$ cat src/rtl/fp_acc_pkg.sv
// Shared widths, state encoding and helpers for the single-precision accumulator.
// Format: no denormals, no NaN, infinity saturates.
package fp_acc_pkg;

    localparam int E_BIT  = 8;
    localparam int F_BIT  = 23;
    localparam int W      = E_BIT + F_BIT + 1;
    localparam int BIAS   = 2 ** (E_BIT - 1) - 1;
    localparam logic [E_BIT-1:0] EXP_MAX = {E_BIT{1'b1}};
    localparam int MANT_W = F_BIT + 1;
    localparam int EXT_W  = MANT_W + 3;
    localparam int SUM_W  = EXT_W + 1;
    localparam int LZC_W  = $clog2(SUM_W + 1);

    typedef enum logic [2:0] {
        IDLE  = 3'd0,
        ALIGN = 3'd1,
        ADD   = 3'd2,
        NORM  = 3'd3,
        OUT   = 3'd4
    } state_e;

    function automatic logic [W-1:0] inf_of(input logic sign);
        return {sign, EXP_MAX, {F_BIT{1'b0}}};
    endfunction

endpackage

$ cat src/rtl/fp_lzc.sv
// Leading-zero counter over the raw adder output; all-zero input yields W.
module fp_lzc
    import fp_acc_pkg::*;
#(
    parameter int W  = SUM_W,
    parameter int CW = $clog2(W + 1)
) (
    input  logic [W-1:0]  data_i,
    output logic [CW-1:0] count_o
);

    // Scan upward so the highest set bit determines the final count.
    always_comb begin
        count_o = CW'(W);
        for (int i = 0; i < W; i++) begin
            count_o = data_i[i] ? CW'(W - 1 - i) : count_o;
        end
    end

endmodule

$ cat src/rtl/fp_acc.sv
// fp_acc: sums a stream of single-precision products, one product per four cycles,
// and presents the vector sum on a ready/valid port when a product tagged last retires.
module fp_acc
    import fp_acc_pkg::*;
(
    input  logic         clk,
    input  logic         rst,
    input  logic         clr,
    input  logic         in_valid,
    input  logic [W-1:0] in_data,
    input  logic         in_last,
    output logic         in_ready,
    output logic         out_valid,
    output logic [W-1:0] out_data,
    input  logic         out_ready
);

    localparam int XW = E_BIT + 3;

    state_e             state_q;
    logic [W-1:0]       op_q;
    logic [W-1:0]       acc_q;
    logic [W-1:0]       out_data_q;
    logic [W-1:0]       byp_val_q;
    logic               last_q;
    logic               out_valid_q;
    logic               byp_q;
    logic               sign_q;
    logic               sub_q;
    logic [E_BIT-1:0]   exp_q;
    logic [EXT_W-1:0]   big_m_q;
    logic [EXT_W-1:0]   small_m_q;
    logic [SUM_W-1:0]   sum_q;

    logic               acc_inf_s;
    logic               acc_zero_s;
    logic               op_inf_s;
    logic               op_zero_s;
    logic [W-1:0]       big_s;
    logic [W-2:0]       small_mag_s;
    logic [E_BIT-1:0]   diff_s;
    logic [E_BIT-1:0]   lost_sh_s;
    logic [EXT_W-1:0]   small_ext_s;
    logic [EXT_W-1:0]   lost_s;

    logic               byp_d;
    logic [W-1:0]       byp_val_d;
    logic               sign_d;
    logic               sub_d;
    logic [E_BIT-1:0]   exp_d;
    logic [EXT_W-1:0]   big_m_d;
    logic [EXT_W-1:0]   small_m_d;
    logic [SUM_W-1:0]   sum_d;

    logic [LZC_W-1:0]   lzc_s;
    logic [EXT_W-1:0]   m_n_s;
    logic [XW-1:0]      e_n_s;
    logic [XW-1:0]      e_f_s;
    logic               rnd_s;
    logic [MANT_W:0]    mant_r_s;
    logic [F_BIT-1:0]   frac_f_s;
    logic [W-1:0]       res_s;

    assign in_ready  = (state_q == IDLE) & ~clr & ~rst;
    assign out_valid = out_valid_q;
    assign out_data  = out_data_q;

    // ALIGN: classify operands, order by magnitude, shift the smaller one into place.
    always_comb begin
        acc_inf_s  = (acc_q[W-2:F_BIT] == EXP_MAX);
        acc_zero_s = (acc_q[W-2:F_BIT] == {E_BIT{1'b0}});
        op_inf_s   = (op_q[W-2:F_BIT] == EXP_MAX);
        op_zero_s  = (op_q[W-2:F_BIT] == {E_BIT{1'b0}});

        byp_d     = 1'b1;
        byp_val_d = acc_q;
        if (acc_inf_s || op_zero_s) begin
            byp_val_d = acc_q;
        end else if (op_inf_s) begin
            byp_val_d = inf_of(op_q[W-1]);
        end else if (acc_zero_s) begin
            byp_val_d = op_q;
        end else begin
            byp_d = 1'b0;
        end

        if (acc_q[W-2:0] >= op_q[W-2:0]) begin
            big_s       = acc_q;
            small_mag_s = op_q[W-2:0];
        end else begin
            big_s       = op_q;
            small_mag_s = acc_q[W-2:0];
        end

        diff_s      = big_s[W-2:F_BIT] - small_mag_s[W-2:F_BIT];
        big_m_d     = {1'b1, big_s[F_BIT-1:0], 3'b000};
        small_ext_s = {1'b1, small_mag_s[F_BIT-1:0], 3'b000};
        lost_sh_s   = E_BIT'(EXT_W) - diff_s;
        lost_s      = small_ext_s << lost_sh_s;
        // Bits shifted past the sticky position only survive as a nonzero sticky.
        if (diff_s >= E_BIT'(EXT_W)) begin
            small_m_d = {{(EXT_W-1){1'b0}}, 1'b1};
        end else begin
            small_m_d = (small_ext_s >> diff_s) | {{(EXT_W-1){1'b0}}, |lost_s};
        end

        sign_d = big_s[W-1];
        exp_d  = big_s[W-2:F_BIT];
        sub_d  = acc_q[W-1] ^ op_q[W-1];
    end

    // ADD: magnitude add or subtract; big >= small so subtraction never goes negative.
    always_comb begin
        if (sub_q) begin
            sum_d = {1'b0, big_m_q} - {1'b0, small_m_q};
        end else begin
            sum_d = {1'b0, big_m_q} + {1'b0, small_m_q};
        end
    end

    fp_lzc #(
        .W  (SUM_W),
        .CW (LZC_W)
    ) u_lzc (
        .data_i  (sum_q),
        .count_o (lzc_s)
    );

    // NORM: renormalise, round to nearest even, then apply overflow/underflow limits.
    always_comb begin
        if (sum_q[SUM_W-1]) begin
            m_n_s = {sum_q[SUM_W-1:2], sum_q[1] | sum_q[0]};
            e_n_s = XW'(exp_q) + XW'(1);
        end else begin
            m_n_s = sum_q[EXT_W-1:0] << (lzc_s - LZC_W'(1));
            e_n_s = XW'(exp_q) + XW'(1) - XW'(lzc_s);
        end

        rnd_s    = m_n_s[2] & (m_n_s[1] | m_n_s[0] | m_n_s[3]);
        mant_r_s = {1'b0, m_n_s[EXT_W-1:3]} + {{MANT_W{1'b0}}, rnd_s};
        if (mant_r_s[MANT_W]) begin
            frac_f_s = mant_r_s[F_BIT:1];
            e_f_s    = e_n_s + XW'(1);
        end else begin
            frac_f_s = mant_r_s[F_BIT-1:0];
            e_f_s    = e_n_s;
        end

        // e_f_s is two's complement: the top bit marks an exponent that went negative.
        if (byp_q) begin
            res_s = byp_val_q;
        end else if (sum_q == {SUM_W{1'b0}}) begin
            res_s = {W{1'b0}};
        end else if (!e_f_s[XW-1] && (e_f_s >= XW'(EXP_MAX))) begin
            res_s = inf_of(sign_q);
        end else if (e_f_s[XW-1] || (e_f_s == {XW{1'b0}})) begin
            res_s = {W{1'b0}};
        end else begin
            res_s = {sign_q, e_f_s[E_BIT-1:0], frac_f_s};
        end
    end

    // Control FSM with the accumulator, pipeline and output registers.
    always_ff @(posedge clk) begin
        if (rst) begin
            state_q     <= IDLE;
            op_q        <= {W{1'b0}};
            last_q      <= 1'b0;
            acc_q       <= {W{1'b0}};
            out_valid_q <= 1'b0;
            out_data_q  <= {W{1'b0}};
            byp_q       <= 1'b0;
            byp_val_q   <= {W{1'b0}};
            sign_q      <= 1'b0;
            sub_q       <= 1'b0;
            exp_q       <= {E_BIT{1'b0}};
            big_m_q     <= {EXT_W{1'b0}};
            small_m_q   <= {EXT_W{1'b0}};
            sum_q       <= {SUM_W{1'b0}};
        end else if (clr) begin
            state_q     <= IDLE;
            acc_q       <= {W{1'b0}};
            out_valid_q <= 1'b0;
        end else begin
            case (state_q)
                IDLE: begin
                    if (in_valid) begin
                        op_q    <= in_data;
                        last_q  <= in_last;
                        state_q <= ALIGN;
                    end
                end
                ALIGN: begin
                    byp_q     <= byp_d;
                    byp_val_q <= byp_val_d;
                    sign_q    <= sign_d;
                    sub_q     <= sub_d;
                    exp_q     <= exp_d;
                    big_m_q   <= big_m_d;
                    small_m_q <= small_m_d;
                    state_q   <= ADD;
                end
                ADD: begin
                    sum_q   <= sum_d;
                    state_q <= NORM;
                end
                NORM: begin
                    if (last_q) begin
                        out_data_q  <= res_s;
                        out_valid_q <= 1'b1;
                        acc_q       <= {W{1'b0}};
                        state_q     <= OUT;
                    end else begin
                        acc_q   <= res_s;
                        state_q <= IDLE;
                    end
                end
                OUT: begin
                    if (out_ready) begin
                        out_valid_q <= 1'b0;
                        state_q     <= IDLE;
                    end
                end
                default: begin
                    state_q <= IDLE;
                end
            endcase
        end
    end

endmodule

$ cat config.mk
export PLATFORM = sky130hd
export DESIGN_NAME = fp_acc
export DESIGN_NICKNAME = d
export VERILOG_FILES = /design/src/rtl/fp_acc_pkg.sv /design/src/rtl/fp_lzc.sv /design/src/rtl/fp_acc.sv
export SDC_FILE = /design/constraint.sdc
export NUM_CORES = 1
export LEC_CHECK = 0
export CORE_ASPECT_RATIO = 1.25
export CORE_MARGIN = 5
export CORE_UTILIZATION = 50
export DETAILED_ROUTE_END_ITERATION = 6
export PLACE_DENSITY = 0.7
export SLEW_MARGIN = 25
export SYNTH_ARGS = -nofsm -noshare
export SYNTH_HDL_FRONTEND = slang
export SYNTH_HIERARCHICAL = 1
export SYNTH_SLANG_ARGS = --single-unit
$ cat constraint.sdc
create_clock -name clk -period 16.8 [get_ports clk]
set_clock_uncertainty 0.1 [all_clocks]
set_input_delay 3.36 -clock clk [delete_from_list [all_inputs] [get_ports clk]]
set_output_delay 3.36 -clock clk [all_outputs]
set_load 0.02 [all_outputs]
# Word level (Yosys, flattened, before mapping)
# Cells that the tools add are included.
word_totals:
  out_inout_bits: 34
  reg_bits: 223
op_classes:
  n_eq_ne: 9
  order_cmp: 3
  muxes: 54
  shifts: 3
  add_sub_neg: 9
  bitwise_logic: 10
  n_reduce_logical: 18
op_table:
  columns: ["operator", "n"]
  rows:
  - ["2-to-1 mux 32 bit", 9]
  - ["2-to-1 mux 5 bit", 27]
  - ["2-to-1 mux 27 bit", 2]
  - [">= comparator 31 bit", 1]
  - ["2-to-1 mux 31 bit", 1]
  - ["adder 27 x 27 -> 28 bit", 1]
  - ["zero test 28 bit", 1]
  - ["2-to-1 mux 28 bit", 1]
  - ["subtractor 27 x 27 -> 28 bit", 1]
  - ["bitwise OR 27 x 1 -> 27 bit", 1]
  - ["OR reduction 27 bit", 1]
  - ["<< shifter 27 x 5 -> 27 bit", 1]
  - ["<< shifter 27 x 8 -> 27 bit", 1]
  - ["right shift 27 x 8 -> 27 bit", 1]
  - ["adder 24 x 1 -> 25 bit", 1]
  - ["2-to-1 mux 23 bit", 1]
  - ["2-to-1 mux 11 bit", 2]
  - ["== test 8 bit (second input constant)", 2]
  - ["zero test 8 bit", 2]
  - ["one-hot mux 3 bit (5 select lines)", 1]
  - ["2-to-1 mux 3 bit", 4]
  - ["adder 11 x 1 -> 11 bit (second input constant)", 1]
  - [">= comparator 11 x 8 -> 1 bit (second input constant)", 1]
  - ["zero test 11 bit", 1]
  - ["other kinds (24)", 41]

# Depth between registers and ports, before layout
depth:
  ltp_word: 43
  depth_mapped: 27

# Modules after synthesis
# Netlist, hierarchy kept.
by_module_without_submodules:
  columns: ["mod", "cells_each", "area_per_inst_um2", "instances", "seq_area_each_um2"]
  rows:
  - ["fp_acc", 2342, 17969.7, 1, 4464.3]
  - ["fp_lzc", 60, 336.6, 1, 0.0]

# Worst setup path before layout
# OpenSTA, ideal clock, no wires.
synth_path:
  kind: "input to output"
  start: "in rst"
  end: "out in_ready"
  arrival_ps: 4744
  path_buffers: 3
  setup_slack_ps: 8596
  required_time_ps: 13340
  path_stages: 5
  path_cell_list: "clkbuf_1 > or2_2 > clkbuf_1 > clkbuf_1 > nor4_1"
synth_between:
  elab_chain_cells: 2
synth_rtl:
  columns: ["element", "line_no", "text"]
  rows:
  - ["from (decl)", "fp_acc.sv:7", "input logic rst,"]
  - ["inverter 1 bit", "fp_acc.sv:64", "assign in_ready = (state_q == IDLE) & ~clr & ~rst;"]
  - ["bitwise AND 1 bit", "fp_acc.sv:64", null]
  - ["to (decl)", "fp_acc.sv:12", "output logic in_ready,"]
# Every way passes these cells.

# Final worst setup path
layout_path:
  start: "in clr"
  end: "out in_ready"
layout_between:
  elab_chain_cells: 3
layout_rtl:
  columns: ["element", "line_no", "text"]
  rows:
  - ["from (decl)", "fp_acc.sv:8", "input logic clr,"]
  - ["inverter 1 bit (no source line)", null, null]
  - ["bitwise AND 1 bit (2 in series)", "fp_acc.sv:64", null]
# Every way passes these cells.

==> summary.md <==
| Metric | Value |
|---|---|
| Status | finished clean |
| Clk pin slew, worst setup/hold paths | 0.06 ns |
| FF-to-FF setup slack | 8.71 ns |
| H-tree levels | 1 |
| Gpl congestion | 1.04 |
| Post-CTS Setup Bufs | 0 |
| Yosys top cell area share | 24.4% |
| Leakage Power | 7.24 nW |
| Final Setup Violations | 0 |
| RR Startpoint | sum_q[4] |
| Reg2reg end | out_data[13] |
| FF+latch count, synth | 223 |
| Crit path kind | primary input to output port |
| Layout cells sized above 1 | 8.56% |
| Final min period | 8.68 ns |
| DIE AREA | 40600 um^2 |
| Final Max Tran Viols | 0 |
| Initial antenna violation count | 0 |
| Hold Crit Class | flop to flop |
| Most frequent cells in the layout | nand2_1 (298), nor2_1 (233), dfxtp_1 (223), a21oi_1 (172), inv_1 (118) |
| Pin count of the biggest net entering global routing | 89 |
| Die H | 224 um |
| Avg Inst Size Synth | 7.62 um^2 |
| CTS buffer count | 27 |
| CP Data Arrival Time | 5.22 ns |
| Synth warnings | 6 |
| Worst-Margin Slew | 1.17 ns |
| Port-buffer cells | 71 |
| Iter 0 DRT Violations | 1893 |
| Mapped Area | 18300 um^2 |
| Initial Util | 50.6% |
| Distinct cells, synth | 105 |
| Most common cell after layout, fill and taps aside | nand2_1 |
| CTS Hold Bufs | 0 |
| Number of enable flip-flop cells after synthesis | 0 |
| Slew headroom | 20.7% |
| ANT nets after route | 0 |
| Latest clock arrival within the worst-skew pair | 0.57 ns |
| Global-route wire length before repair | 103000 um |
| Core Rows | 78 |
| CP endpoint | in_ready |
| IO Count | 72 |
| Via count | 18800 |
| RSZ-0062 raised after global routing | no |
| Vias in the first global route | 17600 |
| P&R area growth vs syn | 10.5% |
| Number of hold violations in the final report | 0 |
| Total wire length | 66700 um |
| Worst hold path startpoint | small_m_q[22] |
| TritonCTS clock tree | done |
| Worst-path maximum fanout | 16 |
| Hold WS | 0.374 ns |
| Nets | 2505 |
| Tcrit/Tclk final | 51.7% |
| Synthesized instance count | 2402 |
| Max capacitance violation total | 0 |
| HPWL Detailed | 50400 um |
| Peak supply drop | 0.104 mV |
| CP startpoint kind | primary input |
| Syn nets | 2534 |
| Type of element capturing the critical path | output port |
| Bufs on Longest Clock Path | 3 |
| Total track usage | 31.4% |
| Setup crit start | clr |
| R2R depth | 21 |
| Vias per cell | 6.55 |
| Overflow left after global routing | 0 |
| Fin util | 55.9% |
| FFs w/ async S/R, synth | 0% |
| Clk Tree Root Cell | clkbuf_16 |
| Core area | 36200 um^2 |
| Primary FF master, synth | dfxtp_1 |
| Die W | 181 um |
| Area contributors post-synth | dfxtp_1 (24%), ha_1 (6.3%), nand2_1 (6.1%) |
| Hold path depth | 2 |
| DRC errors left | 0 |
| Power per standard cell area | 78.6 nW/um^2 |
| Gates resized, CTS repair | 0 |
| Filler Cell Count | 3483 |
| Seq/Total Area, Yosys | 24.4% |
| N_diodes | 0 |
| Clk sink count | 223 |
| Max Freq | 0.115 GHz |
| Setup tns final | 0 ns |
| DRT Pass-1 Iters | 6 |
| Cell taking the most area after synthesis | dfxtp_1 |
| Critical path required time | 13.34 ns |
| Avg WL per Cell | 23.2 um |
## cells by family after synthesis
kind of cell	share of synthesized area, %
mux	9.88
compound gates	25.0
flops	24.4
simple gates	24.3
fa+ha+maj	6.51
buf+inv	6.25
xor+xnor	3.66
## layer usage
| layer | vias up | routed length [um] | global-route usage, % |
|---|---|---|---|
| li1 | 8818 | - | - |
| met1 | 8961 | 27800 | 42.0 |
| met2 | 870 | 29700 | 49.4 |
| met3 | 186 | 5000 | 4.14 |
| met4 | 0 | 4220 | 16.9 |
| met5 | - | 0 | 0 |
## cell usage after synthesis, drive strengths merged (38+ instances only)
cell type	instances
o21ai	118
nor2	237
dfxtp	223
mux2i	67
a211oi	59
a21oi	174
nand2	299
a221oi	38
clkbuf	132
nand3	67
inv	120
ha	92
mux4	44
nor3	104
a311oi	40
xnor2	46
## sequential cells by signal (all words and copies together), names as in the netlist, 3 cells and up
register / cells
acc_q: 32
byp_val_q: 32
op_q: 32
out_data: 32
sum_q: 28
small_m_q: 27
big_m_q: 24
exp_q: 8
state_q: 3
## worst max-delay path, stage by stage
cell	delay (ns)
clkdlybuf4s50_1	0.52
or2_2	0.49
nor4_1	0.21
clkdlybuf4s50_1	0.65
## final cells by class
type | instances | area [um^2] | area share [%]
flip-flops and latches | 223 | 4460 | 22.1
clock buffers | 34 | 742 | 3.67
inverters | 122 | 458 | 2.26
well taps | 480 | 601 | 2.97
clock inverters | 16 | 201 | 0.996
multi-input cells | 1892 | 12800 | 63.2
repair buffers | 107 | 982 | 4.86
## power breakdown
group | total [W] | switching [W] | internal, W
Combinational | 0.000409 | 0.000271 | 0.000138
Sequential | 0.000560 | 0.0000209 | 0.000540
Clock | 0.000620 | 0.000255 | 0.000365
## stage by stage
step                      cells  instance area (um^2)  total power, W  worst slack, ns
after floorplan            2402                 18300        0.000855             8.60
after global placement     2824                 19300        0.000966             8.15
after detailed placement   2824                 19300        0.000970             8.14
after CTS                  2874                 20200         0.00159             8.14
after global routing       2874                 20200         0.00165             8.05
final                      2874                 20200         0.00159             8.12
## worst min-delay path by stage
stage | end
after global placement | small_m_q[11]
after global routing | small_m_q[22]
final | small_m_q[22]
after detailed placement | small_m_q[22]
after CTS | small_m_q[22]
after floorplan | small_m_q[4]
Note: power is estimated with default switching activity, not from simulation.
